==> src/rtl/pch_bus_fabric.sv <==
// pch_bus_fabric: peripheral interconnect for the single-cycle RISC-V core.
// Decodes the CPU data address into NUM_SLV windows. It generates the select,
// write-enable and one-shot strobes, and muxes the slave read data back to the
// core. Slaves that are not ready stall the core. A watchdog bounds each stall,
// and bus errors are logged in a status register at ERR_ADDR.
module pch_bus_fabric #(
  parameter int                         NUM_SLV  = 8,
  parameter int                         ADDR_W   = 32,
  parameter int                         DATA_W   = 32,
  parameter logic [NUM_SLV*ADDR_W-1:0]  SLV_BASE = '0,
  parameter logic [NUM_SLV*ADDR_W-1:0]  SLV_MASK = '1,
  parameter int                         TIMEOUT  = 16,
  parameter logic [ADDR_W-1:0]          ERR_ADDR = 'h1001003C
) (
  input  logic                        clk,
  input  logic                        reset,
  input  logic [ADDR_W-1:0]           HADDR,
  input  logic                        access,
  input  logic                        MemWrite,
  input  logic [DATA_W-1:0]           HWDATA_IN,
  input  logic [NUM_SLV*DATA_W-1:0]   HRDATA_IN,
  input  logic [NUM_SLV-1:0]          HREADY_IN,
  output logic [NUM_SLV-1:0]          sel,
  output logic [NUM_SLV-1:0]          wr_en,
  output logic [NUM_SLV-1:0]          wr_pulse,
  output logic [NUM_SLV-1:0]          rd_pulse,
  output logic [DATA_W-1:0]           HWDATA_OUT,
  output logic [DATA_W-1:0]           HRDATA_OUT,
  output logic                        stall,
  output logic                        bus_err
);

  localparam int         IDX_W = (NUM_SLV > 1) ? $clog2(NUM_SLV) : 1;
  localparam logic [7:0] TMO   = 8'(TIMEOUT);

  typedef enum logic {S_IDLE, S_WAIT} state_t;

  state_t            r_state;
  state_t            w_state_nxt;
  logic [7:0]        r_cnt;
  logic [7:0]        w_cnt_nxt;
  logic              r_bus_err;
  logic [ADDR_W-1:0] r_err_addr;
  logic [15:0]       r_err_cnt;

  logic              w_act;
  logic              w_err_hit;
  logic              w_err_wr;
  logic              w_win_hit;
  logic [IDX_W-1:0]  w_idx;
  logic              w_slv_hit;
  logic              w_unmapped;
  logic              w_rdy;
  logic              w_complete;
  logic              w_timeout;
  logic              w_err_evt;
  logic              w_stall;
  logic              w_first;
  logic [NUM_SLV-1:0] w_sel;
  logic [31:0]       w_status;

  // Holding reset low blanks every strobe, even before the state is cleared.
  assign w_act      = access & reset;
  assign w_err_hit  = w_act && (HADDR == ERR_ADDR);
  assign w_err_wr   = w_err_hit && MemWrite;
  assign w_slv_hit  = w_act && !w_err_hit && w_win_hit;
  assign w_unmapped = w_act && !w_err_hit && !w_win_hit;
  assign w_rdy      = HREADY_IN[w_idx];
  assign w_complete = w_slv_hit && w_rdy;
  assign w_timeout  = (r_state == S_WAIT) && w_slv_hit && !w_rdy && (r_cnt == TMO);
  assign w_err_evt  = w_unmapped || w_timeout;
  assign w_status   = {r_err_cnt, 15'b0, r_bus_err};

  // Window decode: the lowest-index matching window wins.
  always_comb begin
    // NOTE: every variable written here gets a default first, so no path leaves it unassigned (no latch).
    w_win_hit = 1'b0;
    w_idx     = '0;
    for (int k = 0; k < NUM_SLV; k++) begin
      if (!w_win_hit &&
          ((HADDR & SLV_MASK[k*ADDR_W +: ADDR_W]) ==
           (SLV_BASE[k*ADDR_W +: ADDR_W] & SLV_MASK[k*ADDR_W +: ADDR_W]))) begin
        w_win_hit = 1'b1;
        w_idx     = IDX_W'(k);
      end
    end
  end

  // One-hot select of the winning window.
  always_comb begin
    w_sel = '0;
    for (int k = 0; k < NUM_SLV; k++) begin
      w_sel[k] = w_slv_hit && (w_idx == IDX_W'(k));
    end
  end

  // Next state, wait counter and stall. Strobes fire only from IDLE.
  always_comb begin
    w_state_nxt = r_state;
    w_cnt_nxt   = r_cnt;
    w_stall     = 1'b0;
    w_first     = 1'b0;
    case (r_state)
      S_IDLE: begin
        w_first = 1'b1;
        if (w_slv_hit && !w_rdy) begin
          w_stall     = 1'b1;
          w_cnt_nxt   = 8'd1;
          w_state_nxt = S_WAIT;
        end
      end
      S_WAIT: begin
        if (!w_slv_hit || w_rdy || (r_cnt == TMO)) begin
          w_cnt_nxt   = 8'd0;
          w_state_nxt = S_IDLE;
        end else begin
          w_stall   = 1'b1;
          w_cnt_nxt = r_cnt + 8'd1;
        end
      end
      default: begin
        w_cnt_nxt   = 8'd0;
        w_state_nxt = S_IDLE;
      end
    endcase
  end

  // Data paths. A timed-out load returns 0 because w_rdy is low in that cycle.
  always_comb begin
    HRDATA_OUT = '0;
    if (!MemWrite) begin
      if (w_err_hit) begin
        HRDATA_OUT = DATA_W'(w_status);
      end else if (w_complete) begin
        HRDATA_OUT = HRDATA_IN[w_idx*DATA_W +: DATA_W];
      end
    end
  end

  assign sel        = w_sel;
  assign wr_en      = w_sel & {NUM_SLV{MemWrite}};
  assign wr_pulse   = w_sel & {NUM_SLV{MemWrite & w_first}};
  assign rd_pulse   = w_sel & {NUM_SLV{~MemWrite & w_first}};
  assign HWDATA_OUT = ((|wr_en) || w_err_wr) ? HWDATA_IN : '0;
  assign stall      = w_stall;
  assign bus_err    = r_bus_err;

  // FSM state register and wait counter.
  always_ff @(posedge clk or negedge reset) begin
    // NOTE: async active-low reset, and non-blocking assignments for all sequential state.
    if (!reset) begin
      r_state <= S_IDLE;
      r_cnt   <= 8'd0;
    end else begin
      r_state <= w_state_nxt;
      r_cnt   <= w_cnt_nxt;
    end
  end

  // Sticky error log. A status store clears the flag and count but keeps the address.
  always_ff @(posedge clk or negedge reset) begin
    if (!reset) begin
      r_bus_err  <= 1'b0;
      r_err_addr <= '0;
      r_err_cnt  <= 16'd0;
    end else if (w_err_wr) begin
      r_bus_err <= 1'b0;
      r_err_cnt <= 16'd0;
    end else if (w_err_evt) begin
      r_bus_err  <= 1'b1;
      r_err_addr <= HADDR;
      if (r_err_cnt != 16'hFFFF) begin
        r_err_cnt <= r_err_cnt + 16'd1;
      end
    end
  end

endmodule

==> config.mk <==
export PLATFORM = sky130hd
export DESIGN_NAME = pch_bus_fabric
export DESIGN_NICKNAME = d
export VERILOG_FILES = /design/src/rtl/pch_bus_fabric.sv
export SDC_FILE = /design/constraint.sdc
export NUM_CORES = 1
export LEC_CHECK = 0
export ABC_AREA = 1
export CORE_AREA = 8 8 163 165
export CTS_BUF_LIST = sky130_fd_sc_hd__clkbuf_8
export DETAILED_ROUTE_END_ITERATION = 8
export DIE_AREA = 0 0 171 173
export PLACE_DENSITY = 0.52
export SETUP_SLACK_MARGIN = 0.4
export SYNTH_ARGS = -nofsm -noshare
export SYNTH_HDL_FRONTEND = slang
export SYNTH_SLANG_ARGS = --single-unit
export TNS_END_PERCENT = 1
==> constraint.sdc <==
create_clock -name clk -period 2.4 [get_ports clk]
set_clock_uncertainty 0.2 [all_clocks]
set_input_delay 0.48 -clock clk [delete_from_list [all_inputs] [get_ports clk]]
set_output_delay 0.48 -clock clk [all_outputs]
set_load 0.02 [all_outputs]
==> metrics.cfg <==
[outcome]
status=finished with violations
violations=setup timing

[synthesis]
synth.area.top_cells=dfrtp_1 (21%), nand3_1 (13%), nand2_1 (11%)
synth_largest_area_cell=dfrtp_1
synth_cell_types=31
netlist_area_um2=3080
synth-edff-count=0
ys.flop_type=dfrtp_1
synth_top_area_share_pct=21.2
async_flop_share_pct=100
ys_seq_area_share_pct=21.2
yosysWarningCount=0
synthTopCellsByCount=nand2_1 (90), nand3_1 (77), inv_1 (76), nor2_1 (73), buf_4 (31)
synth.avg_cell_area_um2=6.13
ys_ff_latch=26
netlist_instances=502
yosysMostFrequentCell=nand2_1

[clocking]
cts.clk_slew.worst_paths_ps=100
ctsRootBufferMaster=clkbuf_8
clock-sinks=26
h-tree-depth=1
cts_hold_buf=0
cts_buffers=3
tritoncts=built
cts.path.max_buffers=2
insertion_delay_ps=280

[route]
dr.pass1.iters=4
vias=3721
wl_per_cell_um=12.3
drc=0
viasPerCell=3.63
drt_iter0_drc=108
antenna_left=0
drt-total-wl_mm=12.6

[timing]
period_minus_slack_ps=2710
final_hold_viol_count=0
drv_slew=0
post-route-period-util_pct=113
fmax_mhz=368
rsz0062_at_grt=yes
final.setup.worst_slack_ps=-314
setup_viol=67

[power]
p_leak_nw=2.95
p_comb_share_pct=33.5
switchingPower_mw=0.426
power_density_nw_per_um2=225
p_int_mw=0.920
power_frac_seq_pct=38.9
swShare_pct=31.7
vdd_ir_drop_max_uv=231
p_clk_share_pct=27.6
finalPower_mw=1.35

[worst_setup_path]
crit_path_start_kind=input port
critPathBufInv=5
endpoint_kind=output port
worst-path-max-fanout=7
cp.depth=14
crit_chain=buf_6 > nor2_2 > nand2_2 > nor2_2 > nand2_2 > buf_12 > nor2_8 > nand2_4 > nor2_4 > nor2_4 > buf_12 > clkbuf_16 > nor2_4 > buf_6
critPathMaxStageDelay_ps=180
slowest_stage=clkbuf_16
worstRegToRegCells=9
worstPathArrival_ps=2030
required_ps=1720
crit_family=simple AND/OR/NAND/NOR gates
cpMostUsedCell=nor2_4
critPathKind=in2out

[finish]
nFillCells=2680
antenna_cells=0
postLayoutCoreUtil_pct=24.9
drive_gt1_share_pct=36.2
syn_to_final_growth_pct=94.3
instances_no_fill=1026
final_net_count=1038
design_area_um2=5980

[placement]
placed_area_um2=5630
dp_hpwl_mm=10.4
pre_cts_slack_ps=-1140
gp_congestion=0.814
port-buffer-count=170
placedCellCount=1014

[floorplan]
die_w_um=171
start_util_pct=12.8
io_pins=430
dieArea_um2=29600
die_height_um=173
rows=57
coreArea_um2=24000

[grt]
antenna_found_initial=1
grt_pass1_wl_mm=19.4
grt-ovfl-total=0
grt_pass1_vias=3818
grt_util_all_layers_pct=8.03
grt_max_degree=29

[run]
cap_violations=0

[worst_hold_path]
hold_class=in2async

-- cell families after synthesis --
family | after synthesis | share of synthesized area (%)
fa+ha+maj | 3 | 1.22
compound gates | 27 | 5.21
buf+inv | 127 | 21.2
flops | 26 | 21.2
other cells | 1 | 0.122
xor+xnor | 13 | 3.70
simple gates | 305 | 47.4
-- power by group through the flow --
stage	Combinational, mW	Clock (mW)	Sequential (mW)
2_1_floorplan	0.252	0	0.512
6_report	0.451	0.371	0.524
4_1_cts	0.457	0.387	0.524
3_3_place_gp	0.450	0	0.532
3_5_place_dp	0.451	0	0.533
5_1_grt	0.496	0.406	0.530
-- routing by layer --
layer	vias up	part of all wire [%]	track usage (%)
li1	1912	-	-
met1	1632	41	9.50
met2	162	45	12.7
met3	13	12	3.46
met4	2	2.5	2.90
met5	-	0.079	0
-- sequential cells by signal, indices dropped and copies added, names as in the netlist --
signal,cells
bus_err,1
r_err_cnt,16
r_cnt,8
r_state,1
-- what timing repair did --
item,4_1_cts,5_1_grt
gates cloned,0,2
pin swaps,12,34
setup endpoints to repair,96,95
buffers inserted,3,3
resized for setup,384,99
hold endpoints to repair,0,0
-- cell usage in the layout (no fill, tap or decap), types with 4 or more instances in the layout --
cell type and instances:
buf_12 9, nand4_1 19, nand3_1 76, nor2_4 41
clkdlybuf4s50_1 66, a21oi_2 4, inv_1 73, nand2_2 9
nor2_2 25, o21ai_2 9, nor3_1 6, xor2_1 11
buf_6 57, nor2_1 31, conb_1 28, o21ai_4 5
nand2_4 4, buf_4 49, nand2_1 83, clkbuf_2 14
dlymetal6s2s_1 14, or2_2 5, dfrtp_1 26
-- worst paths after layout --
kind                                           from                        end  slack, ps
max                                       HADDR[30]             HWDATA_OUT[30]       -310
min                                           reset   r_err_cnt[6]$_DFFE_PN0P_        140
max reg2reg                r_err_cnt[0]$_DFFE_PN0P_  r_err_cnt[13]$_DFFE_PN0P_        330
min reg2reg                    r_cnt[6]$_DFFE_PN0P_       r_cnt[6]$_DFFE_PN0P_        340
max in group asynchronous                     reset  r_err_cnt[13]$_DFFE_PN0P_       1590
min in group clk               r_cnt[6]$_DFFE_PN0P_       r_cnt[6]$_DFFE_PN0P_        340
-- final cells by class --
cell class              instances  area, um^2  share of cell area, %
clock buffers                   3        41.3                  0.691
flip-flops and latches         26         651                   10.9
well taps                     324         405                   6.78
inverters                      78         295                   4.94
multi-input cells             376        2300                   38.6
clock inverters                 1        30.0                  0.502
repair buffers                218        2250                   37.6
-- through the flow --
stage | hold WS, ps | TNS (ps)
after floorplan | -15.6 | -3.59
after global placement | 324 | -77260
after detailed placement | 323 | -77090
after CTS | 348 | -38110
after global routing | 187 | -22870
final | 137 | -14090
Power figures use the tool's default switching activity.
